[config.mk]
export PLATFORM = sky130hd
export DESIGN_NAME = ptp_bridge_ipbb_sfw_pkt_fifo_flat
export DESIGN_NICKNAME = d
export VERILOG_FILES = /design/src/rtl/ptp_bridge_ipbb_sfw_pkt_fifo_if.sv /design/src/rtl/ptp_bridge_ipbb_sfw_pkt_fifo.sv /design/src/flat_wrapper.sv
export SDC_FILE = /design/constraint.sdc
export NUM_CORES = 1
export LEC_CHECK = 0
export ABC_AREA = 1
export CORE_MARGIN = 8
export CORE_UTILIZATION = 60
export DETAILED_ROUTE_END_ITERATION = 6
export PLACE_DENSITY = 0.8
export SKIP_CTS_REPAIR_TIMING = 1
export SLEW_MARGIN = 20
export SYNTH_ARGS = -nofsm -noshare
export SYNTH_HDL_FRONTEND = slang
export SYNTH_SLANG_ARGS = --single-unit
[constraint.sdc]
create_clock -name clk -period 4.6 [get_ports clk]
set_input_delay 0.46 -clock clk [delete_from_list [all_inputs] [get_ports clk]]
set_output_delay 0.46 -clock clk [all_outputs]
set_load 0.05 [all_outputs]
[src/rtl/ptp_bridge_ipbb_sfw_pkt_fifo_if.sv]
// Word stream bundle for the packet FIFO: valid/ready plus packet framing.
// master drives the word, slave returns ready.
interface ptp_bridge_ipbb_sfw_pkt_fifo_if #(
    parameter int DW = 8
) ();
    logic          valid;
    logic          ready;
    logic [DW-1:0] data;
    logic          sop;
    logic          eop;
    logic          err;

    modport master (
        output valid, data, sop, eop, err,
        input  ready
    );

    modport slave (
        input  valid, data, sop, eop, err,
        output ready
    );
endinterface

[src/rtl/ptp_bridge_ipbb_sfw_pkt_fifo.sv]
// Packet store-and-forward FIFO: words commit on EOP, FWFT registered output.
// PTP_BRIDGE_SFW_PKT_DROP_EN enables error/oversize/restart packet drop.
module ptp_bridge_ipbb_sfw_pkt_fifo #(
    parameter  int DW        = 8,
    parameter  int DEPTH     = 16,
    parameter  int DROP_CW   = 16,
    localparam int AW        = $clog2(DEPTH),
    localparam int MEM_DEPTH = 2**AW
) (
    input  logic                clk,
    input  logic                rst,
    ptp_bridge_ipbb_sfw_pkt_fifo_if.slave  wr,
    ptp_bridge_ipbb_sfw_pkt_fifo_if.master rd,
    output logic [AW:0]         cnt,
    output logic [AW:0]         pkt_cnt,
    output logic [DROP_CW-1:0]  drop_cnt,
    output logic                overflow
);
    localparam logic [AW:0] FULL_CNT = (AW+1)'(MEM_DEPTH);
    localparam logic [AW:0] ONE      = (AW+1)'(1);

    typedef enum logic [1:0] {IDLE, WR_PKT, DISCARD} state_t;

    state_t state, state_n;

    logic [DW+1:0] mem [MEM_DEPTH];
    logic [DW+1:0] head;
    logic          head_vld;
    logic          run;

    logic [AW:0] wptr, cptr, rptr;
    logic [AW:0] wptr_n, cptr_n, rptr_n;
    logic [AW:0] waddr, pkt_n;

    logic          acc, pop, we, wsop, commit, full;
    logic [1:0]    drop_add;
    logic [DROP_CW:0] drop_sum;

    assign cnt      = wptr - rptr;
    assign full     = (cnt == FULL_CNT);
    assign wr.ready = run & ((state == DISCARD) | ~full);
    assign acc      = wr.valid & wr.ready;
    assign pop      = head_vld & rd.ready;
    assign rptr_n   = rptr + (AW+1)'(pop);

    assign rd.valid = head_vld;
    assign rd.data  = head[DW-1:0];
    assign rd.eop   = head[DW];
    assign rd.sop   = head[DW+1];
    assign rd.err   = 1'b0;

    // Commit and an EOP pop in the same cycle cancel out.
    assign pkt_n    = pkt_cnt + (AW+1)'(commit)
                    - (AW+1)'(pop & head[DW]);
    assign drop_sum = {1'b0, drop_cnt} + (DROP_CW+1)'(drop_add);

    always_comb begin
        state_n  = state;
        wptr_n   = wptr;
        cptr_n   = cptr;
        waddr    = wptr;
        we       = 1'b0;
        wsop     = 1'b0;
        commit   = 1'b0;
        drop_add = 2'd0;
        unique case (state)
            IDLE: if (acc) begin
                if (wr.sop) begin
                    we     = 1'b1;
                    wsop   = 1'b1;
                    wptr_n = waddr + ONE;
                    if (!wr.eop) state_n = WR_PKT;
`ifdef PTP_BRIDGE_SFW_PKT_DROP_EN
                    else if (wr.err) begin
                        wptr_n   = cptr;
                        drop_add = 2'd1;
                    end
`endif
                    else begin
                        commit = 1'b1;
                        cptr_n = wptr_n;
                    end
                end else begin
                    drop_add = 2'd1;
                    if (!wr.eop) state_n = DISCARD;
                end
            end
            WR_PKT: begin
`ifdef PTP_BRIDGE_SFW_PKT_DROP_EN
                // Full with nothing readable: the packet can never fit.
                if (full && pkt_cnt == '0) begin
                    wptr_n   = cptr;
                    drop_add = 2'd1;
                    state_n  = DISCARD;
                end else if (acc) begin
                    if (wr.sop) begin
                        waddr    = cptr;
                        drop_add = 2'd1;
                    end
                    we     = 1'b1;
                    wsop   = wr.sop;
                    wptr_n = waddr + ONE;
                    if (wr.eop) begin
                        state_n = IDLE;
                        if (wr.err) begin
                            wptr_n   = cptr;
                            drop_add = drop_add + 2'd1;
                        end else begin
                            commit = 1'b1;
                            cptr_n = wptr_n;
                        end
                    end
                end
`else
                if (acc) begin
                    we     = 1'b1;
                    wptr_n = waddr + ONE;
                    if (wr.eop) begin
                        state_n = IDLE;
                        commit  = 1'b1;
                        cptr_n  = wptr_n;
                    end
                end
`endif
            end
            DISCARD: if (acc && wr.eop) state_n = IDLE;
            default: state_n = IDLE;
        endcase
    end

    always_ff @(posedge clk or negedge rst) begin
        if (!rst) begin
            state    <= IDLE;
            wptr     <= '0;
            cptr     <= '0;
            rptr     <= '0;
            pkt_cnt  <= '0;
            drop_cnt <= '0;
            head     <= '0;
            head_vld <= 1'b0;
            run      <= 1'b0;
        end else begin
            state    <= state_n;
            wptr     <= wptr_n;
            cptr     <= cptr_n;
            rptr     <= rptr_n;
            pkt_cnt  <= pkt_n;
            run      <= 1'b1;
            drop_cnt <= drop_sum[DROP_CW] ? '1
                                          : drop_sum[DROP_CW-1:0];
            head_vld <= (cptr != rptr_n);
            if (cptr != rptr_n) head <= mem[rptr_n[AW-1:0]];
        end
    end

    always_ff @(posedge clk) begin
        if (we) mem[waddr[AW-1:0]] <= {wsop, wr.eop, wr.data};
    end

`ifdef PTP_BRIDGE_SFW_PKT_DROP_EN
    assign overflow = 1'b0;
`else
    logic ovf_c, ovf_d;
    logic unused_err;

    assign unused_err = wr.err;
    assign ovf_c = wr.valid & ~wr.ready & (state == WR_PKT) & full;

    always_ff @(posedge clk or negedge rst) begin
        if (!rst) begin
            overflow <= 1'b0;
            ovf_d    <= 1'b0;
        end else begin
            overflow <= ovf_c & ~ovf_d;
            ovf_d    <= ovf_c;
        end
    end
`endif
endmodule
[src/flat_wrapper.sv]
// flat-port wrapper written by rule: the top's interface ports become plain ports
module ptp_bridge_ipbb_sfw_pkt_fifo_flat 
#(
    parameter  int DW        = 8,
    parameter  int DEPTH     = 16,
    parameter  int DROP_CW   = 16,
    localparam int AW        = $clog2(DEPTH),
    localparam int MEM_DEPTH = 2**AW
)
  (clk, rst, cnt, pkt_cnt, drop_cnt, overflow, wr_valid, wr_data, wr_sop, wr_eop, wr_err, wr_ready, rd_valid, rd_data, rd_sop, rd_eop, rd_err, rd_ready);
  ptp_bridge_ipbb_sfw_pkt_fifo_if #(.DW(DW)) wr_i ();
  ptp_bridge_ipbb_sfw_pkt_fifo_if #(.DW(DW)) rd_i ();
  input  logic clk;
  input  logic rst;
  output logic [AW:0] cnt;
  output logic [AW:0] pkt_cnt;
  output logic [DROP_CW-1:0] drop_cnt;
  output logic overflow;
  input wire logic [$bits(wr_i.valid)-1:0] wr_valid;
  input wire logic [$bits(wr_i.data)-1:0] wr_data;
  input wire logic [$bits(wr_i.sop)-1:0] wr_sop;
  input wire logic [$bits(wr_i.eop)-1:0] wr_eop;
  input wire logic [$bits(wr_i.err)-1:0] wr_err;
  output wire logic [$bits(wr_i.ready)-1:0] wr_ready;
  output wire logic [$bits(rd_i.valid)-1:0] rd_valid;
  output wire logic [$bits(rd_i.data)-1:0] rd_data;
  output wire logic [$bits(rd_i.sop)-1:0] rd_sop;
  output wire logic [$bits(rd_i.eop)-1:0] rd_eop;
  output wire logic [$bits(rd_i.err)-1:0] rd_err;
  input wire logic [$bits(rd_i.ready)-1:0] rd_ready;
  assign wr_i.valid = wr_valid;
  assign wr_i.data = wr_data;
  assign wr_i.sop = wr_sop;
  assign wr_i.eop = wr_eop;
  assign wr_i.err = wr_err;
  assign wr_ready = wr_i.ready;
  assign rd_valid = rd_i.valid;
  assign rd_data = rd_i.data;
  assign rd_sop = rd_i.sop;
  assign rd_eop = rd_i.eop;
  assign rd_err = rd_i.err;
  assign rd_i.ready = rd_ready;
  ptp_bridge_ipbb_sfw_pkt_fifo #(.DW(DW), .DEPTH(DEPTH), .DROP_CW(DROP_CW)) u_core (.clk(clk), .rst(rst), .wr(wr_i), .rd(rd_i), .cnt(cnt), .pkt_cnt(pkt_cnt), .drop_cnt(drop_cnt), .overflow(overflow));
endmodule
==> results of run 1 <==
==> area by class of cell <==
cell class                      count  area, um2
Inverter                           53        199
Timing Repair Buffer               78        711
Clock inverter                     14        124
Fill cell                        1010       4470
Clock buffer                       23        533
Tap cell                          188        235
Sequential cell                   212       6110
Multi-Input combinational cell    490       2660
==> critical path: cells and delay by family (launching register included) <==
family / cells / cell delay (ns)
fa+ha+maj: 2 / 0.63
buf+inv: 3 / 0.96
flops: 1 / 0.41
simple gates: 4 / 0.78
==> final timing paths <==
| check | start | cells past startpoint | slack, ns | endpoint |
|---|---|---|---|---|
| setup / recovery | u_core.waddr[0]$_DFFE_PN0N_ | 9 | 0.86 | wr_ready |
| hold / removal | rst | 2 | 0.08 | u_core.ovf_d$_DFF_PN0_ |
| setup reg to reg | u_core.waddr[0]$_DFFE_PN0N_ | 20 | 0.93 | u_core.drop_cnt[10]$_DFF_PN0_ |
| hold reg to reg | u_core.ovf_d$_DFF_PN0_ | 1 | 0.40 | u_core.overflow$_DFF_PN0_ |
| max in group asynchronous | rst | 2 | 4.05 | u_core.head[6]$_DFFE_PN0P_ |
| min in group clk | u_core.ovf_d$_DFF_PN0_ | 1 | 0.40 | u_core.overflow$_DFF_PN0_ |
==> stage by stage <==
step	utilization [%]	area [um2]
floorplan	-	9140
global placement	65.9	9910
detailed placement	65.9	9910
CTS	70.3	10600
global route	70.3	10600
finish	70.3	10600
==> layer usage <==
metal	global-route usage [%]	part of all wire, %
met1	26.1	38
met2	38.3	51
met3	4.82	8.3
met4	7.57	2.3
met5	0	0
==> state kept, by name, summed over array words and instances (netlist names) <==
name	flops
u_core.drop_cnt	16
u_core.rd.valid	1
u_core.head	10
u_core.overflow	1
u_core.pkt_cnt	5
u_core.run	1
u_core.cptr	5
u_core.waddr	5
u_core.rptr	5
u_core.ovf_d	1
u_core.mem	160
u_core.state	2
==> cells in the final DEF, fill, tap and decap left out, types with 2 or more instances in the layout <==
| master | count |
|---|---|
| nand2_1 | 73 |
| nor2_1 | 151 |
| bufinv_16 | 2 |
| and2_1 | 2 |
| inv_2 | 4 |
| buf_4 | 26 |
| o211ai_1 | 40 |
| ha_2 | 2 |
| xor2_1 | 15 |
| nor3_1 | 4 |
| xnor2_1 | 5 |
| clkinv_1 | 5 |
| nand4_1 | 4 |
| nor2_2 | 3 |
| o21ai_1 | 6 |
| nand2_2 | 5 |
| dfrtp_1 | 52 |
| o21ai_2 | 14 |
| clkinv_2 | 4 |
| a21oi_1 | 7 |
| clkbuf_16 | 21 |
| clkbuf_1 | 2 |
| o21ai_0 | 86 |
| nand4_4 | 2 |
| fa_1 | 2 |
| inv_1 | 49 |
| ha_1 | 15 |
| nand3_1 | 41 |
| clkinv_4 | 2 |
| conb_1 | 2 |
| nand3_2 | 2 |
| clkdlybuf4s50_1 | 51 |
| edfxtp_1 | 160 |
==> power by group <==
part	internal, mW	switching (mW)	leakage, nW
Combinational	1.24	2.66	1.63
Clock	0.950	0.698	0.321
Sequential	2.28	0.151	2.09
==> cell families after synthesis <==
family / synth area share [%]
AND/OR/NAND/NOR: 13.7
flip-flops: 66.8
AO/OA/AOI/OAI: 10.2
buffers and inverters: 4.27
XOR/XNOR: 2.19
adder cells (fa/ha/maj): 2.77
other: 0.0822
==> impl_metrics.yaml, run 1 <==
flow_run:
  cap_violations: 0
routing:
  via_count: 6298
  drt_iter0_markers: 712
  ant_nets: 0
  vias_per_cell: 5.95
  drc: 0
  routedWlPerCell_um: 20.0
  drt-pass1-iter-count: 5
  drt_wl_total_um: 21200
worst_setup_path:
  crit_chain: "inv_1, ha_1, inv_1, fa_1, or2_1, nor2_1, nand4_4, and2_1, clkdlybuf4s50_1"
  crit_required_ns: 4.14
  path_class: "reg2out"
  critPathArrivalTime_ns: 3.28
  crit_top_cell: "inv_1"
  critPathLaunchType: "flip-flop"
  crit_slowest_cell: "clkdlybuf4s50_1"
  critPathMaxStageDelay_ns: 0.69
  endpoint_kind: "output port"
  crit_fanout: 5
global_route:
  grt_usage_pct: 21.8
  grt_max_degree: 83
  antenna_found_initial: 0
  grt_pass1_vias: 6356
  grt_overflow_total: 0
  grt_pass1_wl_um: 33700
power_and_ir_drop:
  p_leak_nw: 4.04
  p_per_area_mw_per_mm2: 756
  vdd_ir_drop_max_mv: 0.556
  power_mw: 7.98
final_layout:
  finalNetCount: 890
  area_delta_synth_final_pct: 15.6
  antenna_cells: 0
  fin_cells: 1058
  drive_above_1_share_pct: 10.6
sta:
  fmaxAchievable_mhz: 268
  finalSetupTns_ns: 0
  slew_violations: 0
  rsz0062_at_grt: "false"
  finalHoldViolCount: 0
  relSlewSlack_pct: 38.0
  setup_violations: 0
  fin_ws_ns: 0.864
  worst_hold_slack_ns: 0.0761
  period_minus_slack_ns: 3.74
  finalClockSkew_ns: 0.0193
  tightest_slew_ns: 0.928
  fin_crit_sh_pct: 81.2
logic_synthesis:
  synth_top_area_share_pct: 52.6
  netlist_top_cells_area: "edfxtp_1 (53%), dfrtp_1 (14%), nor2_1 (6.2%), o21ai_0 (4.7%), o211ai_1 (3.3%)"
  synthDistinctLibCells: 36
  syn_area_per_cell_um2: 11.5
  ys_ff_latch: 212
  syn-num-nets: 828
  synth_area_leader_cell: "edfxtp_1"
  yosysMostFrequentCell: "edfxtp_1"
  synth_edf_count: 160
  synth_flop_cell: "edfxtp_1"
  ys_async_sr_fraction_pct: 24.5
  synth_warnings: 0
  ys_seq_area_share_pct: 66.8
  synth_cells: 794
  synth_area_mm2: 0.00914
  synthTopCellsByCount: "edfxtp_1 (160), nor2_1 (151), o21ai_0 (86), nand2_1 (73), dfrtp_1 (52)"
clock_tree:
  clock_sink_count: 212
  clock_latency_ns: 0.50
  htreeDepth: 1
  cts_root_buffer: "clkbuf_16"
  clkTransAtPathRegs_ns: 0.06
  cts_max_path_buffers: 3
  cts_buffers: 21
  cts_tree: "yes"
floorplan:
  die_x_um: 139
  die_h_um: 139
  die_area_mm2: 0.0194
  rows: 45
  design.core.area_mm2: 0.0150
  initial_core_util_pct: 60.8
  pin_count: 55
placement:
  hpwl_um: 12800
  place_ws_ns: 0.988
  gp_congestion: 0.893
  portBuffers: 52
  placed_cells_incl_taps: 1021
status:
  outcome: "finished, final reports clean"
worst_hold_path:
  hp-class: "in2async"
No activity file was read; power rests on OpenSTA's default activity.
==> inputs of run 2 (changes only) <==
--- a/config.mk
+++ b/config.mk
@@ -7,9 +7,9 @@
 export LEC_CHECK = 0
 export ABC_AREA = 1
 export CORE_MARGIN = 8
-export CORE_UTILIZATION = 60
+export CORE_UTILIZATION = 59
 export DETAILED_ROUTE_END_ITERATION = 6
-export PLACE_DENSITY = 0.8
+export PLACE_DENSITY = 0.79
 export SKIP_CTS_REPAIR_TIMING = 1
 export SLEW_MARGIN = 20
 export SYNTH_ARGS = -nofsm -noshare
==> constraint.sdc (replaced) <==
create_clock -name clk -period 3.67 [get_ports clk]
set_input_delay 0.367 -clock clk [delete_from_list [all_inputs] [get_ports clk]]
set_output_delay 0.367 -clock clk [all_outputs]
set_load 0.05 [all_outputs]
==> run 2 against run 1 <==
  * Critical path depth is 4 higher
  * Design area is 0.88% higher
  * Sequential power is 25% higher
  * Largest power group unchanged
  * Hold slack better by 0.25 ns
  * Routed wire length is 4.7% lower
  * Critical path type is now reg2reg
==> impl_metrics.yaml, run 2 (same netlist as run 1, synthesis figures left out) <==
clock_tree:
  clock_latency_ns: 0.49
  cts_tree: "yes"
  cts_buffers: 22
  htreeDepth: 1
  clock_sink_count: 212
  clkTransAtPathRegs_ns: 0.06
  cts_root_buffer: "clkbuf_16"
  cts_max_path_buffers: 3
final_layout:
  antenna_cells: 0
  area_delta_synth_final_pct: 16.6
  drive_above_1_share_pct: 11.1
  fin_cells: 1062
  largest_reg_flops: 160
  finalNetCount: 892
  final_cell_mix: "edfxtp_1 (160), nor2_1 (150), o21ai_0 (86), nand2_1 (73), dfrtp_1 (52)"
  final_common_cell: "edfxtp_1"
power_and_ir_drop:
  p_int_mw: 5.72
  p_leak_nw: 4.08
  switchingPower_mw: 4.40
  pwr-share-clk_pct: 20.7
  power_mw: 10.1
  p_per_area_mw_per_mm2: 950
  vdd_ir_drop_max_mv: 0.597
  combinationalPowerShare_pct: 49.2
  pwr-share-seq_pct: 30.1
  sw_frac_of_total_pct: 43.5
global_route:
  grt_pass1_wl_um: 32600
  grt_overflow_total: 0
  grt_max_degree: 83
  antenna_found_initial: 0
  grt_pass1_vias: 6389
  grt_usage_pct: 20.6
sta:
  fin_crit_sh_pct: 90.7
  period_minus_slack_ns: 3.33
  setup_violations: 0
  finalClockSkew_ns: 0.00709
  relSlewSlack_pct: 36.4
  rsz0062_at_grt: "false"
  tightest_slew_ns: 0.950
  slew_violations: 0
  finalHoldViolCount: 0
  fmaxAchievable_mhz: 300
  finalSetupTns_ns: 0
routing:
  drt_wl_total_um: 20200
  drc: 0
  routedWlPerCell_um: 19.0
  drt_iter0_markers: 544
  via_count: 6206
  drt-pass1-iter-count: 5
  vias_per_cell: 5.84
  ant_nets: 0
worst_setup_path:
  crit_required_ns: 3.78
  crit_fanout: 12
  crit_chain: "inv_1, ha_1, inv_1, fa_1, nand3_1, nand2_1, nand2_1, nand2_1, nand4_4, nand4_4, inv_2, nand2_1, nor2_1"
  critPathMaxStageDelay_ns: 0.76
  path_class: "reg2reg"
  crit_slowest_cell: "nor2_1"
  critPathLaunchType: "flip-flop"
  crit_top_cell: "nand2_1"
  endpoint_kind: "flip-flop"
  critPathArrivalTime_ns: 3.44
  rr_worst_depth: 13
floorplan:
  pin_count: 55
  initial_core_util_pct: 60.3
  rows: 45
  die_h_um: 140
  die_area_mm2: 0.0197
  die_x_um: 140
  design.core.area_mm2: 0.0151
placement:
  gp_congestion: 0.884
  placed_cells_incl_taps: 1021
  hpwl_um: 12700
  portBuffers: 52
status:
  outcome: "finished, final reports clean"
flow_run:
  cap_violations: 0
worst_hold_path:
  hp-class: "in2async"
-- run 2: layout make-up --
class / instances / area, um2
clock buffer: 32 / 619
clock inverter: 8 / 67.6
fill: 1007 / 4490
inverter: 53 / 199
multi-input combinational: 490 / 2680
sequential: 212 / 6110
tap: 188 / 235
timing repair buffer: 79 / 748
-- run 2: worst paths after layout --
check                                               end  slack (ns)                         from
hold reg to reg               u_core.overflow$_DFF_PN0_        0.40       u_core.ovf_d$_DFF_PN0_
setup reg to reg             u_core.mem[9][3]$_DFFE_PP_        0.34  u_core.waddr[0]$_DFFE_PN0N_
min in group clk              u_core.overflow$_DFF_PN0_        0.40       u_core.ovf_d$_DFF_PN0_
max in group asynchronous    u_core.head[3]$_DFFE_PN0P_        2.53                          rst
hold / removal             u_core.drop_cnt[1]$_DFF_PN0_        0.33                          rst
setup / recovery             u_core.mem[9][3]$_DFFE_PP_        0.34  u_core.waddr[0]$_DFFE_PN0N_
-- run 2: routing by layer --
metal  wire length (um)  vias up  track usage, %
li1                   -     2889               -
met1               8060     3048            25.2
met2              10300      226            36.2
met3               1350       43            4.01
met4                495        0            6.62
met5                  0        -               0
-- run 2: critical path, delay by kind of cell, from the launching register on --
family	cells	cell delay [ns]
simple gates	8	1.57
fa+ha+maj	2	0.59
flops	1	0.41
buf+inv	3	0.38
-- run 2: metrics by stage --
stage / setup slack (ns) / area [um2] / hold slack (ns) / util [%]
floorplan: 0.0741 / 9150 / 0.0714 / -
global placement: 0.324 / 9940 / 0.303 / 65.6
detailed placement: 0.141 / 9940 / 0.314 / 65.6
CTS: 0.0711 / 10600 / -0.201 / 70.2
global route: 0.0558 / 10700 / 0.360 / 70.4
finish: 0.342 / 10700 / 0.330 / 70.4
-- run 2: power groups by stage --
stage | combinational (mW) | sequential [mW] | clock (mW)
floorplan | 3.14 | 3.44 | 0
global placement | 4.72 | 3.08 | 0
detailed placement | 4.92 | 3.10 | 0
CTS | 4.97 | 3.05 | 2.12
global route | 5.43 | 3.08 | 2.22
finish | 4.98 | 3.05 | 2.10
